<file path="config.mk">
export PLATFORM = sky130hd
export DESIGN_NAME = alu_issue_flat
export DESIGN_NICKNAME = d
export VERILOG_FILES = /design/src/rtl/alu_issue_if.sv /design/src/rtl/alu_issue.sv /design/src/flat_wrapper.sv
export SDC_FILE = /design/constraint.sdc
export NUM_CORES = 1
export LEC_CHECK = 0
export BUFFER_PORTS_ARGS = -buffer_cell sky130_fd_sc_hd__buf_2
export CAP_MARGIN = 0
export CORE_ASPECT_RATIO = 0.8
export CORE_MARGIN = 4
export CORE_UTILIZATION = 55
export CTS_BUF_LIST = sky130_fd_sc_hd__clkbuf_4 sky130_fd_sc_hd__clkbuf_8
export CTS_CLUSTER_SIZE = 40
export DETAILED_ROUTE_END_ITERATION = 7
export PLACE_DENSITY = 0.88
export SLEW_MARGIN = 20
export SYNTH_ARGS = -nofsm -noshare
export SYNTH_HDL_FRONTEND = slang
export SYNTH_SLANG_ARGS = --single-unit
</file>
<file path="constraint.sdc">
create_clock -name clk -period 2.75 [get_ports clk]
set_input_delay 0.4125 -clock clk [delete_from_list [all_inputs] [get_ports clk]]
set_output_delay 0.4125 -clock clk [all_outputs]
set_load 0.005 [all_outputs]
</file>
<file path="src/rtl/alu_issue_if.sv">
// Issue-stage bundle: decoded-register-read side in, ALU operand/select side out.
// The master modport is the issue stage itself; slave is its environment.
interface alu_issue_if;
    logic        in_valid;
    logic        in_ready;
    logic [31:0] in_instr;
    logic [31:0] in_pc;
    logic [31:0] in_rs1;
    logic [31:0] in_rs2;
    logic        flush;
    logic        out_valid;
    logic        out_ready;
    logic [31:0] A;
    logic [31:0] B;
    logic [3:0]  Data_sel;
    logic [4:0]  rd;
    logic        rd_we;
    logic        illegal;

    modport master (
        input  in_valid, in_instr, in_pc, in_rs1, in_rs2, flush, out_ready,
        output in_ready, out_valid, A, B, Data_sel, rd, rd_we, illegal
    );

    modport slave (
        output in_valid, in_instr, in_pc, in_rs1, in_rs2, flush, out_ready,
        input  in_ready, out_valid, A, B, Data_sel, rd, rd_we, illegal
    );
endinterface

</file>
<file path="src/rtl/alu_issue.sv">
// RV32I issue stage: decodes operands and ALU select, registered output with a
// one-entry skid so ALU stalls never drop or reorder instructions.
module alu_issue (
    input  logic        clk,
    input  logic        rst_n,
    alu_issue_if.master bus
);

    typedef struct packed {
        logic [31:0] a;
        logic [31:0] b;
        logic [3:0]  sel;
        logic [4:0]  rd;
        logic        rd_we;
        logic        illegal;
    } entry_t;

    localparam logic [6:0] OPC_OP     = 7'b0110011;
    localparam logic [6:0] OPC_OPIMM  = 7'b0010011;
    localparam logic [6:0] OPC_LUI    = 7'b0110111;
    localparam logic [6:0] OPC_AUIPC  = 7'b0010111;
    localparam logic [6:0] OPC_JAL    = 7'b1101111;
    localparam logic [6:0] OPC_JALR   = 7'b1100111;
    localparam logic [6:0] OPC_LOAD   = 7'b0000011;
    localparam logic [6:0] OPC_STORE  = 7'b0100011;
    localparam logic [6:0] OPC_BRANCH = 7'b1100011;

    localparam logic [3:0] SEL_ADD  = 4'b0000;
    localparam logic [3:0] SEL_SUB  = 4'b0001;
    localparam logic [3:0] SEL_PASS = 4'b1111;

    // funct3 -> ALU op; alt picks sub for 000 and sra for 101
    function automatic logic [3:0] alu_sel(input logic [2:0] f3, input logic alt);
        logic [3:0] s;
        case (f3)
            3'b000:  s = alt ? 4'b0001 : 4'b0000;
            3'b001:  s = 4'b0101;
            3'b010:  s = 4'b0111;
            3'b011:  s = 4'b1000;
            3'b100:  s = 4'b0100;
            3'b101:  s = alt ? 4'b1001 : 4'b0110;
            3'b110:  s = 4'b0011;
            default: s = 4'b0010;
        endcase
        return s;
    endfunction

    function automatic entry_t decode(input logic [31:0] instr, input logic [31:0] pc,
                                      input logic [31:0] rs1, input logic [31:0] rs2);
        entry_t             e;
        logic [6:0]         opc;
        logic [2:0]         f3;
        logic [6:0]         f7;
        logic signed [31:0] imm_i;
        logic signed [31:0] imm_s;
        logic [31:0]        imm_u;
        logic               is_shift;

        opc      = instr[6:0];
        f3       = instr[14:12];
        f7       = instr[31:25];
        imm_i    = {{20{instr[31]}}, instr[31:20]};
        imm_s    = {{20{instr[31]}}, instr[31:25], instr[11:7]};
        imm_u    = {instr[31:12], 12'b0};
        is_shift = (f3 == 3'b001) || (f3 == 3'b101);

        e    = '0;
        e.rd = instr[11:7];
        case (opc)
            OPC_OP: begin
                e.a     = rs1;
                e.b     = rs2;
                e.rd_we = 1'b1;
                if (f7 == 7'b0000000 ||
                    (f7 == 7'b0100000 && (f3 == 3'b000 || f3 == 3'b101)))
                    e.sel = alu_sel(f3, f7[5]);
                else
                    e.illegal = 1'b1;
            end
            OPC_OPIMM: begin
                e.a     = rs1;
                e.b     = is_shift ? {27'b0, instr[24:20]} : imm_i;
                e.sel   = alu_sel(f3, (f3 == 3'b101) && f7[5]);
                e.rd_we = 1'b1;
            end
            OPC_LUI: begin
                e.a     = imm_u;
                e.sel   = SEL_PASS;
                e.rd_we = 1'b1;
            end
            OPC_AUIPC: begin
                e.a     = pc;
                e.b     = imm_u;
                e.sel   = SEL_ADD;
                e.rd_we = 1'b1;
            end
            OPC_JAL, OPC_JALR: begin
                e.a     = pc + 32'd4;
                e.sel   = SEL_PASS;
                e.rd_we = 1'b1;
            end
            OPC_LOAD: begin
                e.a     = rs1;
                e.b     = imm_i;
                e.sel   = SEL_ADD;
                e.rd_we = 1'b1;
            end
            OPC_STORE: begin
                e.a   = rs1;
                e.b   = imm_s;
                e.sel = SEL_ADD;
            end
            OPC_BRANCH: begin
                e.a   = rs1;
                e.b   = rs2;
                e.sel = SEL_SUB;
            end
            default: e.illegal = 1'b1;
        endcase

        if (e.illegal) begin
            e.a     = '0;
            e.b     = '0;
            e.sel   = SEL_ADD;
            e.rd_we = 1'b0;
        end
        if (e.rd == 5'd0)
            e.rd_we = 1'b0;
        return e;
    endfunction

    entry_t dec;
    entry_t out_p0;
    entry_t skid_p1;
    logic   vld_p0;
    logic   vld_p1;
    logic   rdy_q;
    logic   take_in;
    logic   take_out;

    assign dec      = decode(bus.in_instr, bus.in_pc, bus.in_rs1, bus.in_rs2);
    assign take_in  = bus.in_valid & rdy_q;
    assign take_out = vld_p0 & bus.out_ready;

    // ---- output register (p0) and skid entry (p1) ----
    always_ff @(posedge clk) begin
        if (!rst_n) begin
            vld_p0  <= 1'b0;
            vld_p1  <= 1'b0;
            rdy_q   <= 1'b0;
            out_p0  <= '0;
            skid_p1 <= '0;
        end else if (bus.flush) begin
            vld_p0 <= 1'b0;
            vld_p1 <= 1'b0;
            rdy_q  <= 1'b1;
        end else if (vld_p1) begin
            // in_ready is low here, so only the drain path can move
            if (take_out) begin
                out_p0 <= skid_p1;
                vld_p1 <= 1'b0;
                rdy_q  <= 1'b1;
            end
        end else if (!vld_p0 || take_out) begin
            if (take_in)
                out_p0 <= dec;
            vld_p0 <= take_in;
            rdy_q  <= 1'b1;
        end else if (take_in) begin
            skid_p1 <= dec;
            vld_p1  <= 1'b1;
            rdy_q   <= 1'b0;
        end
    end

    assign bus.in_ready  = rdy_q;
    assign bus.out_valid = vld_p0;
    assign bus.A         = out_p0.a;
    assign bus.B         = out_p0.b;
    assign bus.Data_sel  = out_p0.sel;
    assign bus.rd        = out_p0.rd;
    assign bus.rd_we     = out_p0.rd_we;
    assign bus.illegal   = out_p0.illegal;

endmodule
</file>
<file path="src/flat_wrapper.sv">
// flat-port wrapper written by rule: the top's interface ports become plain ports
module alu_issue_flat 
  (clk, rst_n, bus_in_valid, bus_in_instr, bus_in_pc, bus_in_rs1, bus_in_rs2, bus_flush, bus_out_ready, bus_in_ready, bus_out_valid, bus_A, bus_B, bus_Data_sel, bus_rd, bus_rd_we, bus_illegal);
  alu_issue_if bus_i ();
  input  logic clk;
  input  logic rst_n;
  input wire logic [$bits(bus_i.in_valid)-1:0] bus_in_valid;
  input wire logic [$bits(bus_i.in_instr)-1:0] bus_in_instr;
  input wire logic [$bits(bus_i.in_pc)-1:0] bus_in_pc;
  input wire logic [$bits(bus_i.in_rs1)-1:0] bus_in_rs1;
  input wire logic [$bits(bus_i.in_rs2)-1:0] bus_in_rs2;
  input wire logic [$bits(bus_i.flush)-1:0] bus_flush;
  input wire logic [$bits(bus_i.out_ready)-1:0] bus_out_ready;
  output wire logic [$bits(bus_i.in_ready)-1:0] bus_in_ready;
  output wire logic [$bits(bus_i.out_valid)-1:0] bus_out_valid;
  output wire logic [$bits(bus_i.A)-1:0] bus_A;
  output wire logic [$bits(bus_i.B)-1:0] bus_B;
  output wire logic [$bits(bus_i.Data_sel)-1:0] bus_Data_sel;
  output wire logic [$bits(bus_i.rd)-1:0] bus_rd;
  output wire logic [$bits(bus_i.rd_we)-1:0] bus_rd_we;
  output wire logic [$bits(bus_i.illegal)-1:0] bus_illegal;
  assign bus_i.in_valid = bus_in_valid;
  assign bus_i.in_instr = bus_in_instr;
  assign bus_i.in_pc = bus_in_pc;
  assign bus_i.in_rs1 = bus_in_rs1;
  assign bus_i.in_rs2 = bus_in_rs2;
  assign bus_i.flush = bus_flush;
  assign bus_i.out_ready = bus_out_ready;
  assign bus_in_ready = bus_i.in_ready;
  assign bus_out_valid = bus_i.out_valid;
  assign bus_A = bus_i.A;
  assign bus_B = bus_i.B;
  assign bus_Data_sel = bus_i.Data_sel;
  assign bus_rd = bus_i.rd;
  assign bus_rd_we = bus_i.rd_we;
  assign bus_illegal = bus_i.illegal;
  alu_issue u_core (.clk(clk), .rst_n(rst_n), .bus(bus_i));
endmodule
</file>
== After elaboration in Yosys (flattened, before gate mapping) ==
Index checks and enable logic that the tools add are counted.

* Output and inout port bits: 77
* Input bits: 133
* Word-level logic and storage cells: 94
* Flip-flop bits (word level): 153

* Equality and inequality tests: 18
* Add/subtract/negate cells: 1
* Reductions and logical operators: 24
* Bitwise operators: 6
* Multiplexer cells: 30

{| class="wikitable"
|+ Operators with widths
! cell !! number
|-
| $mux W75 || 4
|-
| $pmux W32 S5 || 1
|-
| $pmux W32 S4 || 1
|-
| $mux W68 || 1
|-
| $pmux W4 S7 || 2
|-
| $add A32 B3 Y32 const B || 1
|-
| $mux W32 || 1
|-
| $eq A7 B6 Y1 const B || 4
|-
| $eq A7 B7 Y1 const B || 3
|-
| $pmux W4 S4 || 1
|-
| $mux W1 || 15
|-
| $eq A7 B5 Y1 const B || 2
|-
| $mux W4 || 3
|-
| $eq A3 B3 Y1 const B || 3
|-
| $reduce_and A4 Y1 || 2
|-
| $reduce_or A8 Y1 || 1
|-
| $eq A7 B2 Y1 const B || 1
|-
| $logic_not A7 Y1 || 1
|-
| $reduce_or A7 Y1 || 1
|-
| $eq A3 B2 Y1 const B || 2
|-
| $reduce_or A2 Y1 || 3
|-
| $logic_not A5 Y1 || 1
|-
| $reduce_or A5 Y1 || 1
|-
| $logic_or A1 B1 Y1 || 4
|-
| 13 further kinds || 20
|}

== Logic depth before layout (Yosys ltp) ==
Gate-level depths: netlist of the first run.

* Word-level depth: 11
* Mapped depth: 10
* Depth with buffers taken out: 7

== Worst setup path before layout of the first run ==
Ideal clock, no wire load.

* Kind: input -> register
* Start: in bus_in_pc[16]
* End: reg u_core.skid_p1[72] in the netlist's numbering
* Data required time: 2.623 ns
* Buffers on the path: 2
* Arrival: 2.036 ns
* Setup time: 0.127 ns
* Path slack: 0.586 ns
* Cell stages on the path: 8
* Path through: buf_2 > nand4_1 > or4_4 > buf_6 > nor4_2 > xor2_1 > a221oi_1 > o21ai_1

* Word-level cells in the longest chain between the ends: 3

{| class="wikitable"
|+ RTL lines
! element !! line !! text
|-
| start, declared || flat_wrapper.sv:9 || <nowiki>input wire logic [$bits(bus_i.in_pc)-1:0] bus_in_pc;</nowiki>
|-
| $add A32 B3 Y32 || alu_issue.sv:98 || <nowiki>e.a = pc + 32'd4;</nowiki>
|-
| $pmux W32 S4 || alu_issue.sv:69 || <nowiki>case (opc)</nowiki>
|-
| $mux W68 || alu_issue.sv:121 || <nowiki>if (e.illegal) begin</nowiki>
|-
| end signal, assigned || alu_issue.sv:152 || <nowiki>skid_p1 <= '0;</nowiki>
|-
| end signal, assigned || alu_issue.sv:170 || <nowiki>skid_p1 <= dec;</nowiki>
|-
| end, declared || alu_issue.sv:134 || <nowiki>entry_t skid_p1;</nowiki>
|}

No other way between the ends.
A chain may end at the register's enable or synchronous reset.

== Worst setup path in the final report of the first run ==
* Start: reg u_core.vld_p0, in the netlist u_core.bus.out_valid
* End: reg u_core.out_p0, in the netlist u_core.bus.A[24]

* Word-level cells in the longest chain between the ends: 4
* Elaborated cells between the ends (all ways): 6
* Classes of those cells: eq/ne (1); bitwise (1); reduce/logical (4)

{| class="wikitable"
|+ RTL lines
! element !! line !! text
|-
| start, declared || alu_issue.sv:135 || <nowiki>logic vld_p0;</nowiki>
|-
| start signal, assigned || alu_issue.sv:167 || <nowiki>vld_p0 <= take_in;</nowiki>
|-
| $and A1 B1 Y1 or $logic_not A1 Y1 (tied branches) || alu_issue.sv:143, alu_issue.sv:164 ||
|-
| $logic_or A1 B1 Y1 || alu_issue.sv:164 || <nowiki>end else if (!vld_p0 || take_out) begin</nowiki>
|-
| $reduce_bool A2 Y1 (no source line) || - ||
|-
| $reduce_and A4 Y1 (no source line) * || - ||
|-
| end signal, assigned || alu_issue.sv:160 || <nowiki>out_p0 <= skid_p1;</nowiki>
|-
| end, declared || alu_issue.sv:133 || <nowiki>entry_t out_p0;</nowiki>
|}

Every way passes the cells marked *; elsewhere a longest branch is shown, timed or not.

==> qor.csv, run 1 <==
metric;value;unit
Die Y;117;µm
ANT nets after route;0;
CP startpoint kind;flop;
Core Util, Final;68.21;%
r2r setup slk;310;ps
max cap viols;0;
H-tree depth;4;
cts repair resizes;0;
Post-CTS Hold Fix Bufs;0;
num ports;210;
Total Wirelength;29.73;mm
Cell Area, Synth;8168;µm²
drt pass-1 iters;6;
vias in the first global route;8154;
Hold WS;208.0;ps
fin cells;1414;
Design Power;4.445;mW
warnings from Yosys;0;
CP Class;reg2reg;
Gate power share;12.4;%
Clk pin slew, worst setup/hold paths;90;ps
fin crit share;88.75;%
Mapped Cells;1035;
fin crit period;2441;ps
prevailing post-synth register cell;dfxtp_1;
Worst Path Required;3100;ps
Remaining Overflow, GRT;0;
critical-path cell list;nor2b_1 > or4_2 > or3_1 > o22ai_2 > nand2_1 > o32ai_1;
Die Width;144.2;µm
wire per inst;21.03;µm
Setup Fix Bufs, Post-CTS;0;
core footprint;14400;µm²
initial antenna violation count;1;
slew at the pin closest to its max-slew limit;832.6;ps
power per cell area;452.7;nW/µm²
syn_nets;1169;
root buffer cell;clkbuf_8;
Port-buffer cells;209;
ranking of synthesized cells by area;dfxtp_1, nand2_1, o21ai_0;
row cnt;39;
Setup WS pre-CTS;239.2;ps
critical path's slowest cell;or4_2;
global-route wire length before repair;45.04;mm
final net count;1351;
Internal Power;3.169;mW
GRT Overall Usage;34.38;%
largest net degree at the start of global routing;58;
synth unique cells;72;
leak pwr;4.109;nW
clock power share;36.8;%
Switching Fraction;28.71;%
GPL Wtd Cong;0.9780;
clk_lat worst skew;450;ps
clock buffer count from CTS;17;
Worst EP arrival;2790;ps
largest fanout on the critical path;7;
Top Family by Delay on Critical Path;simple AND/OR/NAND/NOR gates;
CTS tree;built;
fmax;409.7;MHz
Setup Viol. Count Final;0;
WP buf/inv;0;
clock skew after layout;11.34;ps
Async SR Flop Fraction;0;%
Peak VDD IR;0.0003013;V
layout cells sized above 1;25.69;%
final slew viol count;0;
most common cell in the netlist;dfxtp_1;
Synth Area per Inst;7.892;µm²
Iteration-0 DRC Markers;1134;
unrepaired setup endpoints after global routing;no;
status;complete, no violations;
final hold viol count;0;
Commonest cells post-synth;dfxtp_1, nand2_1, o21ai_0;
Synth top area share;37.50;%
Worst Hold Class;in2reg;
Design Area, Final;9819;µm²
Initial Utilization;56.74;%
register bit total from synthesis;153;
antenna cell count;0;
vias per cell;6.506;
synthesis-to-layout area growth;20.22;%
die area;16880;µm²
CP peak stage delay;760;ps
CTS Buffer Depth;2;
setup TNS;0;ps
Net Sw Power;1.276;mW
Post-DP HPWL;21.92;mm
Flop pwr share;50.9;%
Inst Count DP;1382;
CTS Sinks;153;
EDFF count, synth;0;
Post-Place Cell Area;9448;µm²
biggest area consumer among synthesized cells;dfxtp_1;
detailed-route via count;9199;
Setup WS post-layout;309.5;ps
Crit. End Element;flop;
sequential fraction of the synthesis area;37.50;%
Slew HR;43.91;%
DRC errors left;0;
-- per-layer routing --
metal,track usage [%],wire length [µm],part of all wire [%]
met1,47.89,11990,40
met2,49.60,12380,42
met3,11.90,4348,15
met4,12.31,1012,3.4
met5,0,7,0.024
-- kinds of logic after synthesis --
group | Yosys count | share of synthesized area, %
simple gates | 370 | 23.07
compound gates | 367 | 29.55
flops | 153 | 37.50
buf+inv | 111 | 5.806
mux | 22 | 2.742
xor+xnor | 11 | 1.180
fa+ha+maj | 1 | 0.1532
-- cells in the final DEF (no fill, tap or decap), types with 27 or more instances in the layout --
cell      count
buf_2       209
dfxtp_1     152
nand2_1     142
o21ai_0      84
a21oi_1      73
buf_4        48
and3_1       40
nor2_1       39
o22ai_1      37
a221oi_1     30
nand3_1      27
-- final timing paths --
kind,start,endpoint,cells after the start
max,u_core.bus.out_valid,u_core.bus.A[24],6
min,bus_out_ready,u_core.vld_p1,2
max reg2reg,u_core.bus.out_valid,u_core.bus.A[24],6
min reg2reg,u_core.skid_p1[36],u_core.skid_p1[36],2
-- flip-flops by register name, indices dropped and copies added, names as in the netlist --
signal                count
u_core.bus.rd             5
u_core.bus.out_valid      1
u_core.skid_p1           75
u_core.bus.Data_sel       4
u_core.bus.illegal        1
u_core.vld_p1             1
u_core.bus.in_ready       1
u_core.bus.A             32
u_core.bus.rd_we          1
u_core.bus.B             32
-- power by group through the flow --
stage                     Sequential, mW  Combinational (mW)  Clock (mW)
after floorplan                     2.31               0.258           0
after global placement              2.31               0.525           0
after detailed placement            2.31               0.528           0
after CTS                           2.26               0.531        1.63
after global routing                2.26               0.585        1.74
final                               2.26               0.549        1.63
-- area by class of cell --
cell class / instances / area (µm²)
repair buffers: 259 / 1446
clock inverters: 10 / 87.58
multi-input cells: 771 / 4651
flip-flops and latches: 153 / 3064
fillers: 1210 / 4576
well taps: 184 / 230.2
clock buffers: 22 / 284.0
inverters: 15 / 56.30
(Power assumes the default switching activity.)
==> run 2: changes to the inputs <==
--- a/config.mk
+++ b/config.mk
@@ -6,13 +6,14 @@
 export NUM_CORES = 1
 export LEC_CHECK = 0
 export BUFFER_PORTS_ARGS = -buffer_cell sky130_fd_sc_hd__buf_2
-export CAP_MARGIN = 0
+export CAP_MARGIN = 20
 export CORE_ASPECT_RATIO = 0.8
 export CORE_MARGIN = 4
 export CORE_UTILIZATION = 55
 export CTS_BUF_LIST = sky130_fd_sc_hd__clkbuf_4 sky130_fd_sc_hd__clkbuf_8
 export CTS_CLUSTER_SIZE = 40
 export DETAILED_ROUTE_END_ITERATION = 7
+export GPL_TIMING_DRIVEN = 0
 export PLACE_DENSITY = 0.88
 export SLEW_MARGIN = 20
 export SYNTH_ARGS = -nofsm -noshare
==> qor.csv, run 2 (synthesis results as in run 1) <==
metric;value;unit;change
vias in the first global route;8819;;+8.2%
most frequent cells in the layout;buf_2, dfxtp_1, nand2_1;;
met3 WL post-DR;5.004;mm;+15%
Top Layer Used;met4;;
Net Sw Power;1.359;mW;+6.5%
Core Util, Final;68.47;%;+0.25 points
largest fanout on the critical path;10;;+3
Crit. End Element;flop;;
CP startpoint kind;flop;;
Clk pin slew, worst setup/hold paths;90;ps;about the same
antenna cell count;0;;unchanged
Setup Viol. Count Final;0;;unchanged
Worst Hold Class;in2reg;;
GRT Overall Usage;38.02;%;+3.6 points
largest register by flop count;u_core.skid_p1;;
die area;16880;µm²;unchanged
fin crit period;2656;ps;+215.8 ps
Gate power share;12.2;%;-0.2 points
critical path's slowest cell;nor4_2;;
layout cells sized above 1;21.99;%;-3.7 points
clk_lat worst skew;470;ps;+20 ps
clock skew after layout;9.358;ps;-1.984 ps
Flop pwr share;48.0;%;-2.9 points
CTS Buffer Depth;2;;unchanged
GPL Wtd Cong;1.016;;+3.8%
leak pwr;4.073;nW;-0.90%
CP peak stage delay;490;ps;-270 ps
Post-DP HPWL;24.92;mm;+14%
Setup WS post-layout;93.66;ps;-215.8 ps
slew at the pin closest to its max-slew limit;1354;ps;+521.6 ps
row cnt;39;;unchanged
Die Width;144.2;µm;unchanged
initial antenna violation count;0;;-1
detailed-route via count;9719;;+5.7%
wire length on met1;12.70;mm;+6.0%
status;complete, no violations;;
largest net degree at the start of global routing;17;;-71%
power per cell area;478.3;nW/µm²;+5.7%
WP buf/inv;4;;+4
fin crit share;96.59;%;+7.8 points
final net count;1390;;+2.9%
Remaining Overflow, GRT;0;;unchanged
Die Y;117;µm;unchanged
Top Family by Delay on Critical Path;buffers and inverters;;
H-tree depth;4;;unchanged
Inst Count DP;1422;;+2.9%
max cap viols;0;;unchanged
final slew viol count;0;;unchanged
critical-path cell list;buf_2 > nor2b_1 > nor4_2 > buf_2 > buf_2 > buf_2 > nand2_1 > a31oi_1 > nor2_1;;
core footprint;14400;µm²;unchanged
Worst Path Required;3100;ps;about the same
final hold viol count;0;;unchanged
Worst EP arrival;3010;ps;+220 ps
Total Wirelength;32.69;mm;+9.9%
root buffer cell;clkbuf_8;;
commonest non-fill, non-tap cell in the layout;buf_2;;
DRC errors left;0;;unchanged
Iteration-0 DRC Markers;1227;;+8.2%
clock buffer count from CTS;17;;unchanged
fin cells;1453;;+2.8%
vias per cell;6.689;;+2.8%
setup TNS;0;ps;unchanged
Port-buffer cells;203;;-2.9%
Internal Power;3.355;mW;+5.9%
wire per inst;22.49;µm;+7.0%
drt pass-1 iters;8;;+2
DR WL met2;13.44;mm;+8.6%
synthesis-to-layout area growth;20.66;%;
Switching Fraction;28.83;%;+0.12 points
max reg flops;75;;unchanged
ANT nets after route;0;;unchanged
Setup Fix Bufs, Post-CTS;0;;unchanged
Hold WS;174.0;ps;-34.05 ps
CTS Sinks;153;;unchanged
Initial Utilization;56.74;%;unchanged
Peak VDD IR;0.0003041;V;+0.96%
Slew HR;8.575;%;-35 points
clock power share;39.9;%;+3.1 points
Setup WS pre-CTS;-155.9;ps;-395.1 ps
Worst path most repeated cell;buf_2;;
fmax;376.5;MHz;-8.1%
global-route wire length before repair;48.75;mm;+8.2%
CTS tree;built;;
num ports;210;;unchanged
CP Class;reg2reg;;
-- run 2: changes by cell type in the layout (fill, tap and decap cells not counted), moves of 2 or more --
cell	previous run	this run
clkbuf_1	0	68
clkinvlp_4	4	0
buf_12	2	0
buf_1	0	4
bufinv_16	0	2
buf_4	48	0
clkbuf_4	3	0
clkbuf_2	0	2
buf_2	209	219
buf_6	0	5
clkinv_4	2	4
-- run 2: power groups by stage --
stage	clock, mW	combinational, mW	sequential, mW
floorplan	0	0.258	2.31
global placement	0	0.539	2.31
detailed placement	0	0.544	2.31
CTS	1.87	0.547	2.26
global route	1.95	0.607	2.26
finish	1.88	0.573	2.26
-- run 2: path summary, 6_finish.rpt --
check                             to  cells after the start  slack [ps]               start
setup / recovery    u_core.bus.B[31]                      9          90       u_core.vld_p1
hold / removal         u_core.vld_p1                      2         170       bus_out_ready
setup reg to reg    u_core.bus.B[31]                      9          90       u_core.vld_p1
hold reg to reg   u_core.skid_p1[25]                      2         460  u_core.skid_p1[25]
-- run 2: repair_timing --
action / in CTS / in global routing
gates resized for setup: 0 / 5
endpoints found under the setup margin: 0 / 53
hold buffers: 0 / 0
-- run 2: area by class of cell --
cell class / instances / area [µm²]
plain buffers: 95 / 416.7
clock buffers: 20 / 275.3
clock inverters: 12 / 155.1
fillers: 1244 / 4539
inverters: 15 / 56.30
multi-input cells: 771 / 4643
flip-flops and latches: 153 / 3063
well taps: 184 / 230.2
repair buffers: 203 / 1016
-- run 2: metrics by stage --
step | area [µm²] | total power, mW
finish | 9856 | 4.714
global route | 9856 | 4.824
CTS | 9851 | 4.674
detailed placement | 9420 | 2.855
global placement | 9414 | 2.849
floorplan | 8168 | 2.569
-- run 2: per-layer routing --
metal / up-vias / global-route usage (%)
li1: 4297 / -
met1: 4476 / 51.10
met2: 800 / 56.32
met3: 146 / 12.59
met4: 0 / 16.03
met5: - / 0
==> run 3: changes to the inputs <==
--- a/config.mk
+++ b/config.mk
@@ -8,13 +8,13 @@
 export BUFFER_PORTS_ARGS = -buffer_cell sky130_fd_sc_hd__buf_2
 export CAP_MARGIN = 20
 export CORE_ASPECT_RATIO = 0.8
-export CORE_MARGIN = 4
 export CORE_UTILIZATION = 55
 export CTS_BUF_LIST = sky130_fd_sc_hd__clkbuf_4 sky130_fd_sc_hd__clkbuf_8
 export CTS_CLUSTER_SIZE = 40
 export DETAILED_ROUTE_END_ITERATION = 7
 export GPL_TIMING_DRIVEN = 0
 export PLACE_DENSITY = 0.88
+export RECOVER_POWER = 50
 export SLEW_MARGIN = 20
 export SYNTH_ARGS = -nofsm -noshare
 export SYNTH_HDL_FRONTEND = slang
==> qor.csv, run 3 (synthesis results as in run 1) <==
metric;value;unit;change
layout cells sized above 1;20.71;%;-1.3 points
power per cell area;464.3;nW/µm²;-2.9%
largest fanout on the critical path;10;;unchanged
CP startpoint kind;primary input;;
Worst Path Required;3170;ps;+70 ps
global-route wire length before repair;48.53;mm;-0.45%
vias in the first global route;8644;;-2.0%
status;finished, violations left;;
CP Class;in2reg;;
wire per inst;22.03;µm;-2.1%
Design Power;4.544;mW;-3.6%
clock buffer count from CTS;17;;unchanged
H-tree depth;4;;unchanged
CTS Sinks;153;;unchanged
Port-buffer cells;203;;unchanged
DRC errors left;24;;+24
Worst EP arrival;3070;ps;+60 ps
R2R cell count;8;;-1
r2r setup slk;110;ps;+20 ps
Core Util, Final;67.99;%;-0.48 points
Setup Viol. Count Final;0;;unchanged
RR Endpoint;u_core.bus.B[26];;
Total Wirelength;32.03;mm;-2.0%
final hold viol count;0;;unchanged
Crit. End Element;flop;;
root buffer cell;clkbuf_8;;
num ports;210;;unchanged
WHS Endpoint;u_core.vld_p1;;
Die Width;138.2;µm;-4.2%
max cap viols;0;;unchanged
hold depth;2;;unchanged
failing checks;DRC;;
core footprint;14400;µm²;unchanged
Inst Count DP;1422;;unchanged
Hold WS;158.8;ps;-15.22 ps
leak pwr;3.980;nW;-2.3%
Remaining Overflow, GRT;0;;unchanged
fin cells;1454;;+0.069%
GPL Wtd Cong;1.010;;-0.55%
slew at the pin closest to its max-slew limit;1006;ps;-348.2 ps
hold_sp;bus_out_ready;;
Initial Utilization;56.74;%;unchanged
Slew HR;32.69;%;+24 points
ANT nets after route;0;;unchanged
Die Y;111;µm;-5.1%
final slew viol count;0;;unchanged
fin crit share;96.28;%;-0.31 points
Post-DP HPWL;24.46;mm;-1.8%
Peak VDD IR;0.0003214;V;+5.7%
CTS Buffer Depth;2;;unchanged
Iteration-0 DRC Markers;1313;;+7.0%
CTS tree;built;;
Worst Hold Class;in2reg;;
Post-CTS Hold Fix Bufs;0;;unchanged
most frequent cells in the layout;buf_2, dfxtp_1, nand2_1;;
setup TNS;0;ps;unchanged
clock skew after layout;15.84;ps;+6.482 ps
die area;15350;µm²;-9.1%
clk_lat worst skew;490;ps;+20 ps
max reg flops;75;;unchanged
fmax;377.7;MHz;+0.32%
vias per cell;6.639;;-0.75%
commonest non-fill, non-tap cell in the layout;buf_2;;
FF-to-FF Start;u_core.vld_p1;;
GRT Overall Usage;41.31;%;+3.3 points
synthesis-to-layout area growth;19.82;%;
initial antenna violation count;0;;unchanged
detailed-route via count;9653;;-0.68%
row cnt;39;;unchanged
fin crit period;2648;ps;-8.548 ps
final net count;1391;;+0.072%
antenna cell count;0;;unchanged
largest register by flop count;u_core.skid_p1;;
largest net degree at the start of global routing;17;;unchanged
drt pass-1 iters;8;;unchanged
Clk pin slew, worst setup/hold paths;90;ps;about the same
run 3: cell count changes in the layout (fill, tap and decap cells not counted), sizes merged:
cell,previous run,this run
inv,21,22
bufinv,2,1
clkinv,4,5
clkinvlp,0,1
buf,228,212
clkbuf,90,105
run 3: metal layers:
layer	part of all wire, %	vias up	wire length [µm]	global-route usage [%]
li1	-	4291	-	-
met1	39	4388	12640	56.11
met2	40	846	12910	58.84
met3	16	128	5134	14.73
met4	4.2	0	1347	17.45
met5	0	-	0	0
run 3: cell type report:
type	instances	area, µm²
plain buffers	96	419.2
clock inverters	14	136.4
multi-input cells	771	4643
well taps	184	230.2
inverters	15	56.30
repair buffers	203	997.2
flip-flops and latches	153	3063
fillers	1214	4608
clock buffers	18	241.5
run 3: report_power, final:
group | total [mW] | internal, mW | switching [mW]
clock network | 1.71 | 0.747 | 0.966
registers | 2.26 | 2.24 | 0.0181
logic | 0.570 | 0.200 | 0.371
run 3: repair_timing:
item | 4_1_cts | 5_1_grt
setup buffers | 0 | 0
resized for setup | 0 | 5
endpoints found under the setup margin | 0 | 51
run 3: worst max path at each step:
stage,endpoint,depth (start not counted),start
floorplan,u_core.skid_p1[72],8,bus_in_pc[16]
global placement,u_core.skid_p1[68],9,bus_in_instr[3]
detailed placement,u_core.skid_p1[63],9,bus_in_instr[3]
CTS,u_core.bus.B[31],9,u_core.vld_p1
global route,u_core.bus.B[31],9,u_core.vld_p1
finish,u_core.bus.B[31],7,bus_in_instr[5]
run 3: critical path, stage by stage:
cell      delay, ps
clkbuf_1        320
clkbuf_1        470
clkbuf_1        620
a31oi_1         160
o21ai_0         720
a31oi_1         230
nor2_1          130
run 3: metrics by stage:
stage	area [µm²]	setup slack (ps)
2_1_floorplan	8168	586.5
3_3_place_gp	9414	-64.96
3_5_place_dp	9414	-162.4
4_1_cts	9792	17.72
5_1_grt	9787	-19.37
6_report	9787	102.2
